[config.mk]
export PLATFORM = sky130hd
export DESIGN_NAME = pipe_hazard_ctrl_flat
export DESIGN_NICKNAME = d
export VERILOG_FILES = /design/src/rtl/pipe_hazard_ctrl_if.sv /design/src/rtl/pipe_hazard_ctrl.sv /design/src/flat_wrapper.sv
export SDC_FILE = /design/constraint.sdc
export NUM_CORES = 1
export LEC_CHECK = 0
export ABC_AREA = 1
export BUFFER_PORTS_ARGS = -buffer_cell sky130_fd_sc_hd__buf_2
export CAP_MARGIN = 0
export CELL_PAD_IN_SITES_DETAIL_PLACEMENT = 1
export CELL_PAD_IN_SITES_GLOBAL_PLACEMENT = 1
export CORE_MARGIN = 2
export CORE_UTILIZATION = 39
export DETAILED_ROUTE_END_ITERATION = 16
export GPL_TIMING_DRIVEN = 1
export HOLD_SLACK_MARGIN = 0.12
export PLACE_DENSITY_LB_ADDON = 0.1
export SKIP_LAST_GASP = 1
export SLEW_MARGIN = 40
export SYNTH_ARGS = -nofsm -noshare
export SYNTH_HDL_FRONTEND = slang
export SYNTH_SLANG_ARGS = --single-unit
export TNS_END_PERCENT = 10
[constraint.sdc]
create_clock -name clk -period 2.6 [get_ports clk]
set_clock_uncertainty 0.1 [all_clocks]
set_input_delay 0.26 -clock clk [delete_from_list [all_inputs] [get_ports clk]]
set_output_delay 0.26 -clock clk [all_outputs]
set_load 0.02 [all_outputs]
[src/rtl/pipe_hazard_ctrl_if.sv]
// pipe_hazard_ctrl_if: pipeline hazard controller signal bundle
// master: pipeline side, drives stage info and reads controls
// slave : controller side, reads stage info and drives controls
interface pipe_hazard_ctrl_if #(parameter int CNT_W = 16);
  logic [3:0] id_src1;
  logic [3:0] id_src2;
  logic id_use_src1;
  logic id_use_src2;
  logic [3:0] ex_dest;
  logic ex_wb_en;
  logic ex_mem_r_en;
  logic [3:0] mem_dest;
  logic mem_wb_en;
  logic mem_req;
  logic b_taken;
  logic cnt_clr;
  logic pc_freeze;
  logic if_id_freeze;
  logic if_id_flush;
  logic id_ex_flush;
  logic pipe_freeze;
  logic mem_ready;
  logic sram_busy;
  logic [CNT_W-1:0] stall_cnt;
  modport master (
    output id_src1, id_src2, id_use_src1, id_use_src2, ex_dest, ex_wb_en, ex_mem_r_en,
           mem_dest, mem_wb_en, mem_req, b_taken, cnt_clr,
    input  pc_freeze, if_id_freeze, if_id_flush, id_ex_flush, pipe_freeze, mem_ready,
           sram_busy, stall_cnt
  );
  modport slave (
    input  id_src1, id_src2, id_use_src1, id_use_src2, ex_dest, ex_wb_en, ex_mem_r_en,
           mem_dest, mem_wb_en, mem_req, b_taken, cnt_clr,
    output pc_freeze, if_id_freeze, if_id_flush, id_ex_flush, pipe_freeze, mem_ready,
           sram_busy, stall_cnt
  );
endinterface

[src/rtl/pipe_hazard_ctrl.sv]
// pipe_hazard_ctrl: freeze/flush sequencing for RAW hazards, taken branches and SRAM wait states
// Ports: clk, rst (async, active-high), bus (pipe_hazard_ctrl_if.slave) carrying ID/EX/MEM
// stage info, mem_req, b_taken, cnt_clr in and the freeze/flush controls, mem_ready,
// sram_busy and the saturating stall_cnt out.
// Macro FWD_HAZARD_EN: forwarding present, only load-use hazards stall.
module pipe_hazard_ctrl #(
  parameter int MEM_WAIT = 3,
  parameter int CNT_W = 16
) (
  input logic clk,
  input logic rst,
  pipe_hazard_ctrl_if.slave bus
);
  typedef enum logic [1:0] {IDLE, ACCESS, DONE} state_t;
  state_t state;
  logic [3:0] wcnt;
  logic [CNT_W-1:0] cnt;
  logic hz, mem_stall;
`ifdef FWD_HAZARD_EN
  logic unused_mem;
  assign unused_mem = bus.mem_wb_en ^ (^bus.mem_dest);
  assign hz = bus.ex_mem_r_en & bus.ex_wb_en &
              ((bus.id_use_src1 & (bus.ex_dest == bus.id_src1)) |
               (bus.id_use_src2 & (bus.ex_dest == bus.id_src2)));
`else
  logic unused_ld, m1, m2;
  assign unused_ld = bus.ex_mem_r_en;
  assign m1 = (bus.ex_wb_en & (bus.ex_dest == bus.id_src1)) | (bus.mem_wb_en & (bus.mem_dest == bus.id_src1));
  assign m2 = (bus.ex_wb_en & (bus.ex_dest == bus.id_src2)) | (bus.mem_wb_en & (bus.mem_dest == bus.id_src2));
  assign hz = (bus.id_use_src1 & m1) | (bus.id_use_src2 & m2);
`endif
  // rst gating keeps every control low while reset is held, even with mem_req high in IDLE
  assign mem_stall = ~rst & (((state == IDLE) & bus.mem_req) | (state == ACCESS));
  // a branch squashes the hazarding instruction, so hz only stalls when no branch is taken
  assign bus.pc_freeze = ~rst & (mem_stall | (~bus.b_taken & hz));
  assign bus.if_id_freeze = bus.pc_freeze;
  assign bus.if_id_flush = ~rst & ~mem_stall & bus.b_taken;
  assign bus.id_ex_flush = ~rst & ~mem_stall & (bus.b_taken | hz);
  assign bus.pipe_freeze = mem_stall;
  assign bus.mem_ready = ~rst & (state == DONE);
  assign bus.sram_busy = ~rst & (state != IDLE);
  assign bus.stall_cnt = cnt;
  always_ff @(posedge clk or posedge rst)
    if (rst) begin
      state <= IDLE;
      wcnt <= '0;
      cnt <= '0;
    end else begin
      case (state)
        IDLE: if (bus.mem_req) begin
          state <= (MEM_WAIT == 1) ? DONE : ACCESS;
          wcnt <= 4'(MEM_WAIT - 1);
        end
        ACCESS: begin
          wcnt <= wcnt - 4'd1;
          if (wcnt == 4'd1) state <= DONE;
        end
        default: state <= IDLE;
      endcase
      cnt <= bus.cnt_clr ? '0 : (bus.pc_freeze & ~&cnt) ? cnt + 1'b1 : cnt;
    end
endmodule

[src/flat_wrapper.sv]
// flat-port wrapper written by rule: the top's interface ports become plain ports
module pipe_hazard_ctrl_flat 
#(
  parameter int MEM_WAIT = 3,
  parameter int CNT_W = 16
)
  (clk, rst, bus_id_src1, bus_id_src2, bus_id_use_src1, bus_id_use_src2, bus_ex_dest, bus_ex_wb_en, bus_ex_mem_r_en, bus_mem_dest, bus_mem_wb_en, bus_mem_req, bus_b_taken, bus_cnt_clr, bus_pc_freeze, bus_if_id_freeze, bus_if_id_flush, bus_id_ex_flush, bus_pipe_freeze, bus_mem_ready, bus_sram_busy, bus_stall_cnt);
  pipe_hazard_ctrl_if #(.CNT_W(CNT_W)) bus_i ();
  input logic clk;
  input logic rst;
  input wire logic [$bits(bus_i.id_src1)-1:0] bus_id_src1;
  input wire logic [$bits(bus_i.id_src2)-1:0] bus_id_src2;
  input wire logic [$bits(bus_i.id_use_src1)-1:0] bus_id_use_src1;
  input wire logic [$bits(bus_i.id_use_src2)-1:0] bus_id_use_src2;
  input wire logic [$bits(bus_i.ex_dest)-1:0] bus_ex_dest;
  input wire logic [$bits(bus_i.ex_wb_en)-1:0] bus_ex_wb_en;
  input wire logic [$bits(bus_i.ex_mem_r_en)-1:0] bus_ex_mem_r_en;
  input wire logic [$bits(bus_i.mem_dest)-1:0] bus_mem_dest;
  input wire logic [$bits(bus_i.mem_wb_en)-1:0] bus_mem_wb_en;
  input wire logic [$bits(bus_i.mem_req)-1:0] bus_mem_req;
  input wire logic [$bits(bus_i.b_taken)-1:0] bus_b_taken;
  input wire logic [$bits(bus_i.cnt_clr)-1:0] bus_cnt_clr;
  output wire logic [$bits(bus_i.pc_freeze)-1:0] bus_pc_freeze;
  output wire logic [$bits(bus_i.if_id_freeze)-1:0] bus_if_id_freeze;
  output wire logic [$bits(bus_i.if_id_flush)-1:0] bus_if_id_flush;
  output wire logic [$bits(bus_i.id_ex_flush)-1:0] bus_id_ex_flush;
  output wire logic [$bits(bus_i.pipe_freeze)-1:0] bus_pipe_freeze;
  output wire logic [$bits(bus_i.mem_ready)-1:0] bus_mem_ready;
  output wire logic [$bits(bus_i.sram_busy)-1:0] bus_sram_busy;
  output wire logic [$bits(bus_i.stall_cnt)-1:0] bus_stall_cnt;
  assign bus_i.id_src1 = bus_id_src1;
  assign bus_i.id_src2 = bus_id_src2;
  assign bus_i.id_use_src1 = bus_id_use_src1;
  assign bus_i.id_use_src2 = bus_id_use_src2;
  assign bus_i.ex_dest = bus_ex_dest;
  assign bus_i.ex_wb_en = bus_ex_wb_en;
  assign bus_i.ex_mem_r_en = bus_ex_mem_r_en;
  assign bus_i.mem_dest = bus_mem_dest;
  assign bus_i.mem_wb_en = bus_mem_wb_en;
  assign bus_i.mem_req = bus_mem_req;
  assign bus_i.b_taken = bus_b_taken;
  assign bus_i.cnt_clr = bus_cnt_clr;
  assign bus_pc_freeze = bus_i.pc_freeze;
  assign bus_if_id_freeze = bus_i.if_id_freeze;
  assign bus_if_id_flush = bus_i.if_id_flush;
  assign bus_id_ex_flush = bus_i.id_ex_flush;
  assign bus_pipe_freeze = bus_i.pipe_freeze;
  assign bus_mem_ready = bus_i.mem_ready;
  assign bus_sram_busy = bus_i.sram_busy;
  assign bus_stall_cnt = bus_i.stall_cnt;
  pipe_hazard_ctrl #(.MEM_WAIT(MEM_WAIT), .CNT_W(CNT_W)) u_core (.clk(clk), .rst(rst), .bus(bus_i));
endmodule
==> Yosys cells after proc, flatten, opt, wreduce, memory -nomap -nowiden <==
Index checks and enable logic that the tools add are counted.
{ "op_classes": {"addsub": 2, "multipliers": 0, "n_div": 0, "magnitude_cmp": 0, "eq_ne": 9, "shift": 0, "mux": 7, "bitwise_logic": 25, "n_reduce_logical": 8} }
{ "op_table": {"columns": ["operator", "n"], "rows": [
  ["16-bit two-way mux", 2],
  ["16-bit by 1-bit adder with 16-bit output, second input constant", 1],
  ["1-bit bitwise AND", 16],
  ["4-bit == test", 4],
  ["16-bit AND reduction", 1],
  ["4-bit case mux with 2 select lines", 1],
  ["1-bit bitwise OR", 6],
  ["2-bit nonzero test", 3],
  ["4-bit by 1-bit == test with 1-bit output, second input constant", 1],
  ["2-bit two-way mux", 2],
  ["4-bit two-way mux", 1],
  ["2-bit != test, second input constant", 2],
  ["2-bit case mux with 2 select lines", 1],
  ["2-bit AND reduction", 2],
  ["4-bit by 1-bit subtractor with 4-bit output, second input constant", 1],
  ["1-bit inverter", 3],
  ["2-bit by 1-bit == test with 1-bit output, second input constant", 1],
  ["2-bit == test, second input constant", 1],
  ["2-bit zero test", 1],
  ["1-bit zero test", 1]
]} }
{ "word_totals": {"ff_bits": 22, "latchBits": 0, "ram_bits": 0, "rom_bits": 0, "inputBits": 26, "wordCells": 54, "n_memories": 0} }

==> Depth between registers and ports, before layout <==
Gate-level depths: netlist of run 1.
{ "depth": {"depth_word": 11, "depth_mapped": 14, "ltp_nobuf": 13} }

==> Least setup slack after synthesis of run 1 <==
Ideal clock, no wire load.
{ "synth_path": {"kind": "register -> output", "start": "register u_core.state[1]", "end": "output port bus_pc_freeze", "arrival_ns": 1.608, "required_time_ns": 2.240, "setup_slack_ns": 0.632, "path_stages_with_launch": 10, "path_cell_list": "dfrtp_1 -> nor2_1 -> nand2_1 -> nand2_1 -> inv_2 -> nor2_2 -> inv_1 -> nand2_4 -> buf_2 -> buf_4"} }
{ "synth_between": {"elab_chain_cells": 6, "word_cells_on_any_way": 7} }
{ "synth_rtl": {"columns": ["item", "line", "source"], "rows": [
  ["start: declaration", "pipe_hazard_ctrl.sv:15", "state_t state;"],
  ["start signal: assignment", "pipe_hazard_ctrl.sv:51", "state <= (MEM_WAIT == 1) ? DONE : ACCESS;"],
  ["2-bit zero test", "pipe_hazard_ctrl.sv:33", "assign mem_stall = ~rst & (((state == IDLE) & bus.mem_req) | (state == ACCESS));"],
  ["1-bit bitwise AND", "pipe_hazard_ctrl.sv:33", null],
  ["1-bit bitwise OR (*)", "pipe_hazard_ctrl.sv:33", null],
  ["1-bit bitwise AND (*)", "pipe_hazard_ctrl.sv:33", null],
  ["via bus_pipe_freeze", "flat_wrapper.sv:27", "output wire logic [$bits(bus_i.pipe_freeze)-1:0] bus_pipe_freeze;"],
  ["1-bit bitwise OR (*)", "pipe_hazard_ctrl.sv:35", "assign bus.pc_freeze = ~rst & (mem_stall | (~bus.b_taken & hz));"],
  ["1-bit bitwise AND (*)", "pipe_hazard_ctrl.sv:35", null],
  ["end: declaration", "flat_wrapper.sv:23", "output wire logic [$bits(bus_i.pc_freeze)-1:0] bus_pc_freeze;"]
]} }
The timed path passes the listed nets; every way through them passes the cells marked *.

==> Worst setup path in the final report of run 1 <==
{ "layout_path": {"start": "register u_core.cnt[0], in the netlist u_core.bus.stall_cnt[0]", "end": "register u_core.cnt[3], in the netlist u_core.bus.stall_cnt[3]"} }
{ "layout_between": {"elab_chain_cells": 4, "word_cells_on_any_way": 7} }
{ "layout_rtl": {"columns": ["item", "line", "source"], "rows": [
  ["start: declaration", "pipe_hazard_ctrl.sv:17", "logic [CNT_W-1:0] cnt;"],
  ["start signal: assignment", "pipe_hazard_ctrl.sv:60", "cnt <= bus.cnt_clr ? '0 : (bus.pc_freeze & ~&cnt) ? cnt + 1'b1 : cnt;"],
  ["parallel branches: the longest is 4 deep, another holds 16-bit by 1-bit adder with 16-bit output", null, null]
]} }
Parallel ways; which one is timed is not known. The select of a mux whose other input is x is not followed.
A chain may end at the register's enable or synchronous reset.

==> run metrics, run 1 <==
outcome=complete, no violations; number of global-route vias before repair=between 1.5k and 2k; die area=about 5000 sq um; reg2reg setup slack=about 0.46 ns; setup_tns=0 ns; Top Family by Delay on Critical Path=simple AND/OR/NAND/NOR gates; layout cell share with drive strength beyond 1=between 20 and 25%; Post-synth top flop=dfrtp_1; io pins=roughly 50; Final Instance Area=approximately 2100 sq um; asr flop ratio synth=100%; cell area after synthesis=about 1700 sq um; part of the cycle the worst path needs=82.3%; WHS Endpoint=u_core.state[0]; critical path class=flop to flop; cells on worst reg2reg path=11; WL/cell=about 13 microns; CP max stage delay=approximately 0.42 ns; Tot GR Track Use=roughly a fifth; Skew-Pair Late Insertion Delay=between 0.2 and 0.3 ns; Final Hold Fails=0; CP max stage cell=dfrtp_1; Arr. time, crit path=between 2 and 2.5 ns; initial antenna violation count=0; GRT overflow=0; R2R Path Start=u_core.bus.stall_cnt[0]; Yosys reg bits=22; Fillers=a little over 600; total core area=between 4000 and 5000 sq um; Worst Tran Pin Value=about 0.52 ns; Post-synth EDFFs=0; CP startpoint kind=flop; peak supply drop=about 0.00035 V; Leakage=1.33 nW; WP depth=11; WHS Path Cells=3; Die Span Y=around 71 microns; total CTS buffers=3; Mapped Cells=roughly 260; DRC errors left=0; First DRT Iteration DRCs=50; Syn Area/Cell=about 6.6 sq um; via count=1789; chip width=roughly 70 microns; Root Buffer=clkbuf_8; Reg clk slew, reported paths=about 0.090 ns; syn_nets=292; Ys Warns=0; Post-layout nets=~340; CTS H-tree lvls=1; PD cells=between 500 and 600 nW/um^2; Detailed Place HPWL=around 3500 microns; vias per cell=~5.0; most frequent cells in the layout=nand2_1 (80), buf_2 (47), inv_1 (37); Clock Sinks=22; Highest Clock Rate=~470 MHz; pin count of the biggest net entering global routing=33; ANT nets after route=0; post-layout minimum cycle time=~2.1 ns; Worst Hold Class=primary input to flop; IO Port Bufs=between 40 and 50; final RePlAce weighted congestion=roughly 0.8; # resized after CTS=0; hold path start=bus_mem_req; sequential fraction of the synthesis area=between 30% and 40%; DP Area=around 2000 sq um; Area Overhead vs Synth=19.5%; post-synth cell types=28; FF-to-FF End=u_core.bus.stall_cnt[3]; first drt pass iteration count=4; Post-Route WL=about 4500 microns; first-pass GRT wire length=around 8000 microns; crit path cell chain=ha_1 > nand2_1 > inv_2 > nand2_2 > inv_2 > nand2_2 > nor3_4 > nand4_4 > nand2_4 > nand3_1 > nand2_1; maxcap violations=0; max_slew headroom=65.4%; Buf+Inv Stages, Crit Path=2; final setup vio count=0; most common cell after layout, fill and taps aside=nand2_1; Antenna Cells=0; fin. max-slew vios=0; num rows=24; Crit. End Element=flop; CP max FO=17; worst path required time=between 2 and 3 ns; starting density of the core=between 40 and 50%; unrepaired setup endpoints after global routing=no; CTS max path bufs=2; CTS tree=yes
cell families after synthesis:
kind of cell	count (synthesis)	synth area share, %
AOI/OAI and AO/OA	7	2.51
and+or+nand+nor	164	43.5
adders and majority gates	3	2.16
xor gates and xnor gates	15	7.54
buffers and inverters	51	12.1
DFF	22	31.6
muxes	1	0.575
how the worst max path moves through the flow:
stage | slack, ns | endpoint | start
2_1_floorplan | 0.63 | bus_pc_freeze | u_core.state[1]
3_3_place_gp | 0.51 | u_core.bus.stall_cnt[15] | u_core.bus.stall_cnt[0]
3_5_place_dp | 0.44 | u_core.bus.stall_cnt[3] | u_core.bus.stall_cnt[0]
4_1_cts | 0.41 | u_core.bus.stall_cnt[3] | u_core.bus.stall_cnt[0]
5_1_grt | 0.26 | u_core.bus.stall_cnt[10] | u_core.bus.stall_cnt[0]
6_report | 0.46 | u_core.bus.stall_cnt[3] | u_core.bus.stall_cnt[0]
synth_stat cells, types with 2 or more instances:
| master | count | area share (%) |
|---|---|---|
| nand2_1 | 80 | 17 |
| inv_1 | 38 | 8.2 |
| nor2_1 | 29 | 6.2 |
| nand3_1 | 24 | 6.9 |
| dfrtp_1 | 22 | 32 |
| nand4_1 | 20 | 7.2 |
| xor2_1 | 11 | 5.5 |
| inv_2 | 5 | 1.1 |
| nor2_2 | 4 | 1.4 |
| xnor2_1 | 4 | 2.0 |
| buf_2 | 3 | 0.86 |
| ha_1 | 3 | 2.2 |
| a21oi_1 | 2 | 0.57 |
| buf_1 | 2 | 0.43 |
| nand2_2 | 2 | 0.72 |
| nand2_4 | 2 | 1.3 |
registers in the layout, indices dropped and copies added, names as in the netlist:
register / cells
u_core.bus.stall_cnt: 16
u_core.wcnt: 4
u_core.state: 2
timing repair:
action	in CTS	in global routing
buffers inserted	0	0
hold buffers	1	0
endpoints found under the setup margin	0	0
endpoints found under the hold margin	22	0
where the power goes:
group / switching [mW] / internal [mW]
clock: 0.121 / 0.206
combinational: 0.296 / 0.141
sequential: 0.0412 / 0.393
worst register-to-register path, stage by stage (launching register included):
cell and delay [ns]:
dfrtp_1 0.42, ha_1 0.27, nand2_1 0.09, inv_2 0.07, nand2_2 0.06, inv_2 0.07, nand2_2 0.08, nor3_4 0.16
nand4_4 0.27, nand2_4 0.29, nand3_1 0.11, nand2_1 0.08
cell type report:
class                   count  area, sq um  share of cell area [%]
clock buffers               3         41.3                    1.98
clock inverters             1         30.0                    1.44
inverters                  43          161                    7.75
multi-input cells         190          981                    47.1
flip-flops and latches     22          551                    26.4
well taps                  52         65.1                    3.12
repair buffers             49          253                    12.1
through the flow:
stage | instances | total power, mW | setup WS [ns] | utilization (%) | hold WS [ns]
floorplan | 263 | 0.770 | 0.632 | - | 0.158
global placement | 355 | 0.871 | 0.511 | 46.3 | 0.270
detailed placement | 355 | 0.885 | 0.443 | 46.3 | 0.273
CTS | 360 | 1.21 | 0.414 | 48.1 | 0.201
global route | 360 | 1.28 | 0.256 | 48.1 | 0.225
finish | 360 | 1.20 | 0.459 | 48.1 | 0.202
per-layer routing:
layer  part of all wire, %  wire length [microns]  track usage [%]  up-vias
li1                      -                      -                -      914
met1                    48                   2170             24.9      853
met2                    49                   2210             35.1       20
met3                   2.7                    124             3.13        2
met4                  0.57                     26             2.52        0
met5                     0                      0                0        -
Power figures use the tool's default switching activity.
==> inputs of run 2 (changes only) <==
CORE_UTILIZATION = 36   (was 39)
clock period = 2.2 ns   (was 2.6 ns; I/O delays follow)
==> run 2 against run 1 <==
Against the previous run: first-iteration DRC count up 18%; cell count increased by 1.7%; critical path depth fell by 3; die area increased by 7.9%; worst setup slack worse by 0.26 ns.
==> run metrics, run 2 (synthesis results as in run 1) <==
outcome=complete, no violations (unchanged); WL/cell=12.6 microns (about the same); First DRT Iteration DRCs=59 (was 50); CP Launch Point=u_core.state[1] (was u_core.bus.stall_cnt[0]); Skew-Pair Late Insertion Delay=0.27 ns (about the same); io pins=49 (unchanged); post-layout minimum cycle time=approximately 2 ns; Post-layout nets=342 (was 338); total CTS buffers=3 (unchanged); Highest Clock Rate=about 500 MHz; vias per cell=4.92 (was 4.97); initial antenna violation count=0 (unchanged); FF-to-FF End=u_core.bus.stall_cnt[7] (was u_core.bus.stall_cnt[3]); setup_tns=0 ns (unchanged); die area=5410 sq um (was 5020 sq um); Worst Tran Pin Value=0.336 ns (was 0.518 ns); worst path required time=1.88 ns (was 2.70 ns); Reg clk slew, reported paths=0.08 ns (was 0.09 ns); Leakage=1.35 nW (was 1.33 nW); Arr. time, crit path=1.68 ns (was 2.24 ns); R2R Path Start=u_core.bus.stall_cnt[1] (was u_core.bus.stall_cnt[0]); number of global-route vias before repair=1879 (was 1841); number of setup buffers added after CTS=0 (unchanged); num rows=25 (was 24); WHS Path Cells=3 (unchanged); layout cell share with drive strength beyond 1=23.1% (was 22.1%); DRC errors left=0 (unchanged); Root Buffer=clkbuf_8 (unchanged); hold path start=bus_mem_req (unchanged); maxcap violations=0 (unchanged); first drt pass iteration count=4 (unchanged); unrepaired setup endpoints after global routing=no (unchanged); pin count of the biggest net entering global routing=33 (unchanged); IO Port Bufs=47 (unchanged); most frequent cells in the layout=nand2_1 (79), buf_2 (47), inv_1 (38) (was nand2_1 (80), buf_2 (47), inv_1 (37)); fin. max-slew vios=0 (unchanged); final setup vio count=0 (unchanged); post-layout util=45.3% (was 48.1%); Setup crit end=bus_pc_freeze (was u_core.bus.stall_cnt[3]); PD cells=675 nW/um^2 (was 576 nW/um^2); Crit. End Element=output pin (was flop); max_slew headroom=77.4% (was 65.4%); Post-Route WL=4600 microns (was 4530 microns); CTS max path bufs=2 (unchanged); first-pass GRT wire length=8340 microns (was 8030 microns); Area Overhead vs Synth=22.1% (was 19.5%); Power Total=1.43 mW (was 1.20 mW); peak supply drop=0.000401 V (was 0.000353 V); CTS H-tree lvls=1 (unchanged); CP startpoint kind=flop (unchanged); Hold WS=0.119 ns (was 0.202 ns); Clock Sinks=22 (unchanged); reg2reg setup slack=0.29 ns (was 0.46 ns); ANT nets after route=0 (unchanged); Tot GR Track Use=19.3% (was 19.4%); starting density of the core=37.1% (was 40.3%); final RePlAce weighted congestion=0.792 (was 0.803); Final Hold Fails=0 (unchanged); part of the cycle the worst path needs=between 90 and 100%; Antenna Cells=0 (unchanged); CTS tree=yes (unchanged); most common cell after layout, fill and taps aside=nand2_1 (unchanged); critical path class=flop to output pin (was flop to flop); chip width=73.6 microns (was 70.8 microns); Detailed Place HPWL=3650 microns (was 3520 microns); total core area=4690 sq um (was 4320 sq um); cells on worst reg2reg path=11 (unchanged); Worst Hold Class=primary input to flop (unchanged); Die Span Y=73.6 microns (was 70.8 microns); via count=1802 (was 1789); max reg flops=16 (unchanged); GRT overflow=0 (unchanged); CP max FO=19 (was 17)
run 2: changes by cell type in the layout (fill, tap and decap cells not counted):
cell	change
nand2_2	+1
nand2_4	-1
inv_2	-1
inv_1	+1
buf_4	+4
nand2_1	-1
nand2_8	+1
run 2: per-layer routing:
layer / part of all wire (%) / up-vias / GRT usage [%]
met4: 0.59 / 0 / 4.44
li1: - / 924 / -
met5: 0 / - / 0
met1: 48 / 850 / 25.0
met2: 48 / 26 / 33.5
met3: 3.4 / 2 / 3.29
run 2: cell type report:
cell class | count | area (sq um)
clock buffers | 3 | 41.3
clock inverters | 1 | 30.0
fillers | 655 | 2570
inverters | 43 | 161
multi-input cells | 190 | 992
flip-flops and latches | 22 | 551
well taps | 54 | 67.6
repair buffers | 53 | 283
run 2: worst min-delay path by stage:
stage	to	slack, ns
6_report	u_core.state[0]	0.12
4_1_cts	u_core.state[0]	0.16
5_1_grt	u_core.state[0]	0.14
2_1_floorplan	u_core.bus.stall_cnt[0]	0.12
3_5_place_dp	u_core.state[1]	0.26
3_3_place_gp	u_core.state[1]	0.25
run 2: power breakdown:
group / switching [mW] / total (mW) / leakage [nW] / internal [mW]
sequential: 0.0429 / 0.508 / 0.296 / 0.465
clock: 0.141 / 0.384 / 0.0357 / 0.243
combinational: 0.364 / 0.543 / 1.02 / 0.179
total: 0.547 / 1.43 / 1.35 / 0.887
run 2: stage by stage:
step / area (sq um) / cells / worst slack [ns]
6_report: 2130 / 366 / 0.200
5_1_grt: 2130 / 366 / 0.0146
2_1_floorplan: 1740 / 263 / 0.272
3_3_place_gp: 2030 / 361 / 0.309
3_5_place_dp: 2030 / 361 / 0.283
4_1_cts: 2110 / 366 / 0.118
run 2: what timing repair did:
action                                  4_1_cts  5_1_grt
endpoints found under the setup margin        0        2
hold buffers                                  1        0
gates resized for setup                       0        2
hold endpoints to repair                     22        0
run 2: critical path, cell delays in order (launching register included):
cell     delay (ns)
dfrtp_1        0.41
nor2_2         0.20
inv_2          0.08
nand2_1        0.10
inv_2          0.06
nor2_2         0.11
inv_1          0.11
nand2_8        0.15
buf_2          0.19
